==> src/rtl/ar_arbiter_ctrl_pkg.sv <==
// Shared AR-channel field layout and arbiter state type for the master-side
// read-address arbiter.
package axi_ar_pkg;

  localparam int BURST_W   = 2;
  localparam int SIZE_W    = 3;
  localparam int LEN_W     = 4;
  localparam int ADDR_W    = 32;
  localparam int ID_W      = 4;

  localparam int BURST_OFF = 0;
  localparam int SIZE_OFF  = 2;
  localparam int LEN_OFF   = 5;
  localparam int ADDR_OFF  = 9;
  localparam int ID_OFF    = 41;

  localparam int AR_WORD_W = 45;

  typedef struct packed {
    logic [ID_W-1:0]    id;
    logic [ADDR_W-1:0]  addr;
    logic [LEN_W-1:0]   len;
    logic [SIZE_W-1:0]  size;
    logic [BURST_W-1:0] burst;
  } ar_word_t;

  typedef enum logic {
    IDLE = 1'b0,
    SEND = 1'b1
  } arb_state_e;

  // Placement is driven by the offsets so the FIFO word layout has one source
  function automatic ar_word_t pack_ar(
    input logic [ID_W-1:0]    id,
    input logic [ADDR_W-1:0]  addr,
    input logic [LEN_W-1:0]   len,
    input logic [SIZE_W-1:0]  size,
    input logic [BURST_W-1:0] burst
  );
    logic [AR_WORD_W-1:0] w;
    w = '0;
    w[BURST_OFF +: BURST_W] = burst;
    w[SIZE_OFF  +: SIZE_W]  = size;
    w[LEN_OFF   +: LEN_W]   = len;
    w[ADDR_OFF  +: ADDR_W]  = addr;
    w[ID_OFF    +: ID_W]    = id;
    return ar_word_t'(w);
  endfunction

endpackage

==> src/rtl/ar_arbiter_ctrl_if.sv <==
// Bundle of per-master AR requests, AR FIFO write port, read-completion
// feedback and status seen by the arbiter.
interface ar_arbiter_ctrl_if #(
  parameter int NUM_M    = 2,
  parameter int MAX_OUTS = 4
);
  import axi_ar_pkg::*;

  localparam int CW = $clog2(MAX_OUTS + 1);
  localparam int MW = $clog2(NUM_M);

  logic [NUM_M-1:0][ID_W-1:0]    m_arid;
  logic [NUM_M-1:0][ADDR_W-1:0]  m_araddr;
  logic [NUM_M-1:0][LEN_W-1:0]   m_arlen;
  logic [NUM_M-1:0][SIZE_W-1:0]  m_arsize;
  logic [NUM_M-1:0][BURST_W-1:0] m_arburst;
  logic [NUM_M-1:0]              m_arvalid;
  logic [NUM_M-1:0]              m_arready;
  logic                          fifo_wpush;
  logic [AR_WORD_W-1:0]          fifo_wdata;
  logic                          fifo_wfull;
  logic                          rdone_valid;
  logic [MW-1:0]                 rdone_mid;
  logic [NUM_M-1:0][CW-1:0]      outs_cnt;
  logic                          err_underflow;

  modport slave (
    input  m_arid, m_araddr, m_arlen, m_arsize, m_arburst, m_arvalid,
    input  fifo_wfull, rdone_valid, rdone_mid,
    output m_arready, fifo_wpush, fifo_wdata, outs_cnt, err_underflow
  );

  modport master (
    output m_arid, m_araddr, m_arlen, m_arsize, m_arburst, m_arvalid,
    output fifo_wfull, rdone_valid, rdone_mid,
    input  m_arready, fifo_wpush, fifo_wdata, outs_cnt, err_underflow
  );

endinterface

==> src/rtl/ar_arbiter_ctrl_rr_pick.sv <==
// Combinational round-robin search: first set request at or after ptr,
// wrapping modulo N.
module rr_pick #(
  parameter int N  = 2,
  parameter int IW = $clog2(N)
) (
  input  logic [N-1:0]  req,
  input  logic [IW-1:0] ptr,
  output logic          valid,
  output logic [IW-1:0] idx
);

  // Walk offsets from farthest to nearest so the nearest hit is written last
  always_comb begin
    valid = 1'b0;
    idx   = '0;
    for (int k = N - 1; k >= 0; k--) begin
      valid = valid | req[IW'((int'(ptr) + k) % N)];
      idx   = req[IW'((int'(ptr) + k) % N)] ? IW'((int'(ptr) + k) % N) : idx;
    end
  end

endmodule

==> src/rtl/ar_arbiter_ctrl.sv <==
// Round-robin AR arbiter feeding one AR CDC FIFO write port, with a per-master
// outstanding-burst cap driven by read-completion feedback.
module ar_arbiter_ctrl
  import axi_ar_pkg::*;
#(
  parameter int NUM_M    = 2,
  parameter int MAX_OUTS = 4,
  parameter int CW       = $clog2(MAX_OUTS + 1)
) (
  input  logic              ACLK,
  input  logic              ARESETn,
  ar_arbiter_ctrl_if.slave  bus
);

  localparam int MW = $clog2(NUM_M);

  arb_state_e               state_r, state_nxt_s;
  logic [MW-1:0]            gnt_r, gnt_nxt_s;
  logic [MW-1:0]            rr_ptr_r, rr_ptr_nxt_s;
  logic [NUM_M-1:0][CW-1:0] cnt_r, cnt_nxt_s;
  logic                     err_r, err_set_s;
  logic [NUM_M-1:0]         elig_s, dec_s, arready_s;
  logic                     pick_valid_s;
  logic [MW-1:0]            pick_idx_s;
  logic                     wpush_s;
  logic [AR_WORD_W-1:0]     wdata_s;

  // Per-master eligibility and completion decode
  always_comb begin
    elig_s = '0;
    dec_s  = '0;
    for (int i = 0; i < NUM_M; i++) begin
      elig_s[i] = bus.m_arvalid[i] && (cnt_r[i] < CW'(MAX_OUTS));
      dec_s[i]  = bus.rdone_valid && (bus.rdone_mid == MW'(i));
    end
  end

  rr_pick #(.N(NUM_M), .IW(MW)) u_pick (
    .req   (elig_s),
    .ptr   (rr_ptr_r),
    .valid (pick_valid_s),
    .idx   (pick_idx_s)
  );

  // Next-state and FIFO/handshake outputs; ready is combinational with the push
  always_comb begin
    state_nxt_s  = state_r;
    gnt_nxt_s    = gnt_r;
    rr_ptr_nxt_s = rr_ptr_r;
    arready_s    = '0;
    wpush_s      = 1'b0;
    wdata_s      = '0;
    case (state_r)
      IDLE: begin
        if (pick_valid_s) begin
          gnt_nxt_s   = pick_idx_s;
          state_nxt_s = SEND;
        end else begin
          state_nxt_s = IDLE;
        end
      end
      SEND: begin
        wpush_s = bus.m_arvalid[gnt_r];
        wdata_s = pack_ar(bus.m_arid[gnt_r], bus.m_araddr[gnt_r], bus.m_arlen[gnt_r],
                          bus.m_arsize[gnt_r], bus.m_arburst[gnt_r]);
        if (bus.m_arvalid[gnt_r] && !bus.fifo_wfull) begin
          arready_s[gnt_r] = 1'b1;
          rr_ptr_nxt_s     = (gnt_r == MW'(NUM_M - 1)) ? '0 : gnt_r + MW'(1);
          state_nxt_s      = IDLE;
        end else if (!bus.m_arvalid[gnt_r]) begin
          // Master withdrew its request: abandon the grant without pushing
          state_nxt_s = IDLE;
        end else begin
          state_nxt_s = SEND;
        end
      end
      default: state_nxt_s = IDLE;
    endcase
  end

  // Outstanding counters: simultaneous issue and completion cancel out
  always_comb begin
    cnt_nxt_s = cnt_r;
    err_set_s = 1'b0;
    for (int i = 0; i < NUM_M; i++) begin
      if (arready_s[i] && !dec_s[i]) begin
        cnt_nxt_s[i] = cnt_r[i] + CW'(1);
      end else if (dec_s[i] && !arready_s[i]) begin
        if (cnt_r[i] == '0) begin
          err_set_s = 1'b1;
        end else begin
          cnt_nxt_s[i] = cnt_r[i] - CW'(1);
        end
      end else begin
        cnt_nxt_s[i] = cnt_r[i];
      end
    end
  end

  // State, grant, pointer, counter and sticky error registers
  always_ff @(posedge ACLK or negedge ARESETn) begin
    if (!ARESETn) begin
      state_r  <= IDLE;
      gnt_r    <= '0;
      rr_ptr_r <= '0;
      cnt_r    <= '0;
      err_r    <= 1'b0;
    end else begin
      state_r  <= state_nxt_s;
      gnt_r    <= gnt_nxt_s;
      rr_ptr_r <= rr_ptr_nxt_s;
      cnt_r    <= cnt_nxt_s;
      err_r    <= err_r | err_set_s;
    end
  end

  assign bus.m_arready     = arready_s;
  assign bus.fifo_wpush    = wpush_s;
  assign bus.fifo_wdata    = wdata_s;
  assign bus.outs_cnt      = cnt_r;
  assign bus.err_underflow = err_r;

endmodule

==> src/flat_wrapper.sv <==
// flat-port wrapper written by rule: the top's interface ports become plain ports
module ar_arbiter_ctrl_flat import axi_ar_pkg::*;
#(
  parameter int NUM_M    = 2,
  parameter int MAX_OUTS = 4,
  parameter int CW       = $clog2(MAX_OUTS + 1)
)
  (ACLK, ARESETn, bus_m_arid, bus_m_araddr, bus_m_arlen, bus_m_arsize, bus_m_arburst, bus_m_arvalid, bus_fifo_wfull, bus_rdone_valid, bus_rdone_mid, bus_m_arready, bus_fifo_wpush, bus_fifo_wdata, bus_outs_cnt, bus_err_underflow);
  ar_arbiter_ctrl_if #(.NUM_M(NUM_M), .MAX_OUTS(MAX_OUTS)) bus_i ();
  input  logic ACLK;
  input  logic ARESETn;
  input wire logic [$bits(bus_i.m_arid)-1:0] bus_m_arid;
  input wire logic [$bits(bus_i.m_araddr)-1:0] bus_m_araddr;
  input wire logic [$bits(bus_i.m_arlen)-1:0] bus_m_arlen;
  input wire logic [$bits(bus_i.m_arsize)-1:0] bus_m_arsize;
  input wire logic [$bits(bus_i.m_arburst)-1:0] bus_m_arburst;
  input wire logic [$bits(bus_i.m_arvalid)-1:0] bus_m_arvalid;
  input wire logic [$bits(bus_i.fifo_wfull)-1:0] bus_fifo_wfull;
  input wire logic [$bits(bus_i.rdone_valid)-1:0] bus_rdone_valid;
  input wire logic [$bits(bus_i.rdone_mid)-1:0] bus_rdone_mid;
  output wire logic [$bits(bus_i.m_arready)-1:0] bus_m_arready;
  output wire logic [$bits(bus_i.fifo_wpush)-1:0] bus_fifo_wpush;
  output wire logic [$bits(bus_i.fifo_wdata)-1:0] bus_fifo_wdata;
  output wire logic [$bits(bus_i.outs_cnt)-1:0] bus_outs_cnt;
  output wire logic [$bits(bus_i.err_underflow)-1:0] bus_err_underflow;
  assign bus_i.m_arid = bus_m_arid;
  assign bus_i.m_araddr = bus_m_araddr;
  assign bus_i.m_arlen = bus_m_arlen;
  assign bus_i.m_arsize = bus_m_arsize;
  assign bus_i.m_arburst = bus_m_arburst;
  assign bus_i.m_arvalid = bus_m_arvalid;
  assign bus_i.fifo_wfull = bus_fifo_wfull;
  assign bus_i.rdone_valid = bus_rdone_valid;
  assign bus_i.rdone_mid = bus_rdone_mid;
  assign bus_m_arready = bus_i.m_arready;
  assign bus_fifo_wpush = bus_i.fifo_wpush;
  assign bus_fifo_wdata = bus_i.fifo_wdata;
  assign bus_outs_cnt = bus_i.outs_cnt;
  assign bus_err_underflow = bus_i.err_underflow;
  ar_arbiter_ctrl #(.NUM_M(NUM_M), .MAX_OUTS(MAX_OUTS), .CW(CW)) u_core (.ACLK(ACLK), .ARESETn(ARESETn), .bus(bus_i));
endmodule
==> config.mk <==
export PLATFORM = sky130hd
export DESIGN_NAME = ar_arbiter_ctrl_flat
export DESIGN_NICKNAME = d
export VERILOG_FILES = /design/src/rtl/ar_arbiter_ctrl_pkg.sv /design/src/rtl/ar_arbiter_ctrl_if.sv /design/src/rtl/ar_arbiter_ctrl_rr_pick.sv /design/src/rtl/ar_arbiter_ctrl.sv /design/src/flat_wrapper.sv
export SDC_FILE = /design/constraint.sdc
export NUM_CORES = 1
export LEC_CHECK = 0
export ABC_AREA = 1
export BUFFER_PORTS_ARGS = -buffer_cell sky130_fd_sc_hd__clkbuf_2
export CORE_MARGIN = 1
export CORE_UTILIZATION = 37
export CTS_CLUSTER_DIAMETER = 30
export CTS_CLUSTER_SIZE = 12
export DETAILED_ROUTE_END_ITERATION = 10
export HOLD_SLACK_MARGIN = 0.05
export PLACE_DENSITY = 0.89
export SLEW_MARGIN = 20
export SYNTH_ARGS = -nofsm -noshare
export SYNTH_HDL_FRONTEND = slang
export SYNTH_SLANG_ARGS = --single-unit
==> constraint.sdc <==
create_clock -name ACLK -period 3.08 [get_ports ACLK]
set_input_delay 0.154 -clock ACLK [delete_from_list [all_inputs] [get_ports ACLK]]
set_output_delay 0.154 -clock ACLK [all_outputs]
set_load 0.03 [all_outputs]
-- Word-level counts from Yosys, hierarchy flattened
Index checks and enable logic that the tools add are counted.
- logic and storage cells: 86
- register bits: 10
- bitwise gates (word level): 4
- add/subtract/negate cells: 6
- multiplexer cells: 41
- reductions and logical operators: 22
- equal/unequal tests: 2
- $lt $le $gt $ge: 5
- operators with widths (operator ; count):
    $mux W32 ; 2
    $mux W45 ; 1
    $mux W3 ; 8
    $mux W1 ; 20
    $mux W4 ; 4
    $logic_and A1 B1 Y1 ; 9
    $mux W2 ; 4
    $reduce_and A2 Y1 ; 4
    $add A3 B1 Y3 const B ; 2
    $logic_not A3 Y1 ; 2
    $lt A1 B3 Y1 const B ; 2
    $sub A3 B1 Y3 const B ; 2
    $logic_not A1 Y1 ; 5
    $ne A2 B1 Y1 const B ; 2
    $reduce_bool A2 Y1 ; 2
    $lt A3 B3 Y1 const B ; 1
    $add A1 B1 Y1 const B ; 2
    $lt A1 B2 Y1 const B ; 1
    $not A1 Y1 ; 2
    $or A1 B1 Y1 ; 2
    $pmux W1 S2 ; 1
    $demux W1 S1 ; 1
    $ge A1 B1 Y1 const B ; 1

-- Depth between registers and ports, before layout
- depth after elaboration: 14
- depth in mapped cells: 15

-- By module
From an unflattened synthesis, not the netlist that was laid out.
- cell total of the unflattened synthesis: 240
- area, all modules: 1397.6 µm²
- modules (own cells, without submodules) (module ; area each (µm²) ; cells an instance ; times used):
    ar_arbiter_ctrl ; 1382.6 ; 237 ; 1
    rr_pick ; 15.0 ; 3 ; 1

-- Worst setup path before layout
OpenSTA, ideal clock, no wires.
- path kind: register to register
- from: reg u_core.gnt_r
- to: reg u_core.cnt_r, in the netlist u_core.bus.outs_cnt[5]
- slack: 877 ps
- arrival: 2085 ps
- cell stages (with the launch flop): 16
- clock period less this slack: 2203 ps
- cell sequence: dfrtp_1 > buf_6 > inv_4 > nand2_1 > nand2_2 > nand3_2 > nor2_2 > ha_1 > inv_1 > fa_1 > inv_1 > nand2_1 > nand2_1 > nand3_1 > nand2_1 > nand2_1
- longest elaborated chain between the ends: 10
- elaborated cells on any way between the ends: 17
- those cells by class: order compare (2); eq/ne (1); mux (7); reduce/logical (7)
- ends and longest elaborated chain (item ; RTL line ; source):
    from (decl) ; ar_arbiter_ctrl.sv:18 ; logic [MW-1:0] gnt_r, gnt_nxt_s;
    from (signal assigned) ; ar_arbiter_ctrl.sv:110 ; gnt_r <= gnt_nxt_s;
    $lt A1 B2 Y1 (not written as such) or $ge A1 B1 Y1 (tied branches) ; ar_arbiter_ctrl.sv:67 ; arready_s[gnt_r] = 1'b1;
    $logic_and A1 B1 Y1 (not written as such) ; ar_arbiter_ctrl.sv:67 ;
    $mux W1 (not written as such) ; ar_arbiter_ctrl.sv:67 ;
    $demux W1 S1 ; - ;
    $mux W2 * ; ar_arbiter_ctrl.sv:66 ; if (bus.m_arvalid[gnt_r] && !bus.fifo_wfull) begin
    $mux W2 * ; ar_arbiter_ctrl.sv:53 ; case (state_r)
    net bus_m_arready[1] ; flat_wrapper.sv:21 ; output wire logic [$bits(bus_i.m_arready)-1:0] bus_m_arready;
    $logic_not A1 Y1 ; ar_arbiter_ctrl.sv:88 ; end else if (dec_s[i] && !arready_s[i]) begin
    $logic_and A1 B1 Y1 ; ar_arbiter_ctrl.sv:88 ;
    $reduce_bool A2 Y1 (no line) ; - ;
    $reduce_and A2 Y1 (no line) ; - ;
    to (signal assigned) ; ar_arbiter_ctrl.sv:112 ; cnt_r <= cnt_nxt_s;
    to (decl) ; ar_arbiter_ctrl.sv:20 ; logic [NUM_M-1:0][CW-1:0] cnt_r, cnt_nxt_s;
The timed path passes the listed nets; every way through them passes the cells marked *. The select of a mux whose other input is x is not followed.
A chain may end at the register's enable or synchronous reset.

-- Worst setup path in the final report
- from: reg u_core.gnt_r
- to: reg u_core.cnt_r, in the netlist u_core.bus.outs_cnt[2]
- longest elaborated chain between the ends: 10
- elaborated cells on any way between the ends: 17
- those cells by class: order compare (2); eq/ne (1); mux (7); reduce/logical (7)
- ends and longest elaborated chain (item ; RTL line):
    $lt A1 B2 Y1 (not written as such) or $ge A1 B1 Y1 (tied branches) ; ar_arbiter_ctrl.sv:67
    $logic_and A1 B1 Y1 (not written as such) ; ar_arbiter_ctrl.sv:67
    $mux W1 (not written as such) ; ar_arbiter_ctrl.sv:67
    $demux W1 S1 ; -
    $mux W2 * ; ar_arbiter_ctrl.sv:66
    $mux W2 * ; ar_arbiter_ctrl.sv:53
    $logic_not A1 Y1 ; ar_arbiter_ctrl.sv:88
    $logic_and A1 B1 Y1 ; ar_arbiter_ctrl.sv:88
    $reduce_bool A2 Y1 (no line) ; -
    $reduce_and A2 Y1 (no line) ; -
Every way passes the cells marked *; elsewhere a longest branch is shown, timed or not. The select of a mux whose other input is x is not followed.

==> results.txt <==
Clock power frac: 6.5%
vias in the first global route: 1828
RR Endpoint: u_core.bus.outs_cnt[2]
share of post-route cells with drive strength above 1: 48.7%
Tmin final: 2360 ps
crit-path cells: buf_4, inv_4, nand2_1, nand2_2, nand4_1, inv_1, ha_1, inv_1, fa_1, inv_1, nand2_1, nand2_1, nand3_1, nand2_1, nand2_1
Hold Path Sink: u_core.state_r
Yosys reg bits: 10
final worst-path cycle share: 76.5%
multi-input logic area: 931 µm²
Die X: 63.0 µm
placed cell area: 0.00209 mm²
crit-path max FO: 23
diode count: 0
TritonCTS clock tree: done
hold path startpoint: bus_fifo_wfull
number of clock sinks: 10
CP startpoint kind: register
top layer in use: met4
Synth Area per Inst: 5.93 µm²
drt drc: 0
Hold Crit Class: in2reg
RSZ-0062 raised after global routing: false
P_sw: 1.30 mW
Metal-1 WL: 1780 µm
area grow syn2layout: 56.1%
fin nets: 481
crit path kind: reg2reg
area of the die: 0.00396 mm²
cell area after synthesis: 0.00138 mm²
Setup crit end kind: register
Detailed Route Iter0 Violations: 82
max cap viols: 0
total CTS buffers: 3
Post-synth EDFFs: 0
drt wl/cell: 10.9 µm
via density per instance: 4.61
first-pass GRT wire length: 7330 µm
RD Place Congestion: 0.791
Comb pwr share: 80.9%
Clock H-tree levels: 1
global route overflow: 0
Final Max Slew Viols: 0
highest-delay cell along the critical path: fa_1
Hold Slack: 210 ps
most common cell after layout, fill and taps aside: clkbuf_2
peak supply drop: 0.494 mV
Mapped Nets: 335
status: complete, no violations
final std cell area, no fill: 0.00215 mm²
initial antenna violation count: 0
Buffers on Ports: 151
Worst-path clk slew: 40 ps
Fmax achieved: 0.424 GHz
Slew headroom: 74.8%
Synth Warn #: 0
worst reg2reg setup slack: 720 ps
DR vias: 1944
Req. time, crit path: 3200 ps
R2R cell count: 15
Starting Density: 39.9%
die height: 63.0 µm
reg2reg start: u_core.gnt_r
Gate Count Post-Synth: 232
endpoints failing setup: 0
Final ANT Viol Nets: 0
CP arrival: 2480 ps
P_leak: 1.30 nW
synth top area cells: nor2_1 21%, dfrtp_1 18%, o21ai_0 16%
CORE AREA: 0.00344 mm²
worst slack, placed: 781 ps
Clock Path Buffers: 2
sw frac: 63.9%
Post-Route WL: 4590 µm
fillcell total: 334
post-CTS sizing: 0
Clk Latency, worst-skew pair: 230 ps
commonest cells after routing, fill and taps aside: 151 x clkbuf_2, 77 x nor2_1, 44 x o21ai_0
wire length on met2: 2510 µm
pin count of the biggest net entering global routing: 46
register area share after synthesis: 18.2%
Final Worst Setup Slack: 724 ps
CTS root buffer: clkbuf_8
Post-CTS Setup Bufs: 0
routed wl met3: 252 µm
Netlist cell types: 24
placement row count: 21
CTS Hold Buffers Added: 1
CP max stage delay: 380 ps
Slew @ Worst Pin: 378 ps
Reg area: 250 µm²
Final Hold Fails: 0
prevailing post-synth register cell: dfrtp_1
Initial DRT Pass Iterations: 4
post-synth top area cell: nor2_1
Pwr Total: 2.04 mW
PD cells: 951 mW/mm²
Worst Hold Depth: 3
Flop pwr share: 12.6%
GRT Resource Usage Total: 22.3%
CP most frequent cell: nand2_1
Final Skew: 0.346 ps
ys async rst share: 100%
HPWL Detailed: 3720 µm
Pint: 736 µW
Synth top area share: 21.0%
io pins: 152
final setup TNS: 0 ps
flip-flops by register name (all words and copies together) (netlist names):
| register | count |
|---|---|
| u_core.bus.outs_cnt | 6 |
| u_core.state_r | 1 |
| u_core.rr_ptr_r | 1 |
| u_core.bus.err_underflow | 1 |
| u_core.gnt_r | 1 |
metrics by stage:
stage	util, %	std cells
after global placement	60.9	418
after detailed placement	60.9	418
after floorplan	-	232
final	62.3	422
after global routing	62.3	422
after CTS	62.3	422
cell families (layout without fill, tap and decap cells):
| logic type | after synthesis | after routing | synth area share (%) |
|---|---|---|---|
| adders and majority gates | 6 | 6 | 6.55 |
| xor gates and xnor gates | 2 | 2 | 1.27 |
| DFF | 10 | 10 | 18.2 |
| buffers and inverters | 33 | 177 | 14.1 |
| AOI/OAI and AO/OA | 47 | 47 | 17.4 |
| and+or+nand+nor | 134 | 134 | 42.5 |
worst max path at each step:
stage	start	endpoint	slack [ps]	cells after the start
floorplan	u_core.gnt_r	u_core.bus.outs_cnt[5]	880	15
finish	u_core.gnt_r	u_core.bus.outs_cnt[2]	720	15
global placement	u_core.gnt_r	u_core.bus.outs_cnt[5]	870	15
global route	u_core.gnt_r	u_core.bus.outs_cnt[2]	530	15
CTS	u_core.gnt_r	u_core.bus.outs_cnt[2]	730	15
detailed placement	u_core.gnt_r	u_core.bus.outs_cnt[2]	780	15
cells in the mapped netlist, types with 2 or more instances:
| cell | count |
|---|---|
| buf_12 | 3 |
| buf_2 | 3 |
| clkbuf_1 | 4 |
| clkbuf_2 | 3 |
| dfrtp_1 | 10 |
| fa_1 | 2 |
| ha_1 | 4 |
| inv_1 | 16 |
| nand2_1 | 24 |
| nand3_1 | 6 |
| nand3b_1 | 2 |
| nand4_1 | 3 |
| nor2_1 | 77 |
| nor2_2 | 20 |
| o21ai_0 | 44 |
| o21ai_1 | 2 |
| xor2_1 | 2 |
power groups by stage:
stage | clock network [mW] | logic (mW) | registers, mW
floorplan | 0 | 1.24 | 0.323
global placement | 0 | 1.62 | 0.255
detailed placement | 0 | 1.65 | 0.258
CTS | 0.134 | 1.66 | 0.256
global route | 0.137 | 1.82 | 0.268
finish | 0.133 | 1.65 | 0.257
worst max-delay path: cells and delay by family (launching register included):
| family | cells | cell delay [ps] |
|---|---|---|
| buffers and inverters | 5 | 650 |
| flip-flops | 1 | 350 |
| adder cells (fa/ha/maj) | 2 | 570 |
| AND/OR/NAND/NOR | 8 | 650 |
layout make-up:
class,instances,share of cell area (%)
repair buffers,156,37.1
multi-input cells,189,43.4
clock buffers,3,1.92
flip-flops and latches,10,11.7
well taps,46,2.68
inverters,18,3.27
layer usage:
metal	GRT usage, %	vias to the layer above
met3	2.92	4
met1	22.2	855
met5	0	-
met4	6.69	0
li1	-	1019
met2	46.2	66
(Power assumes the default switching activity.)
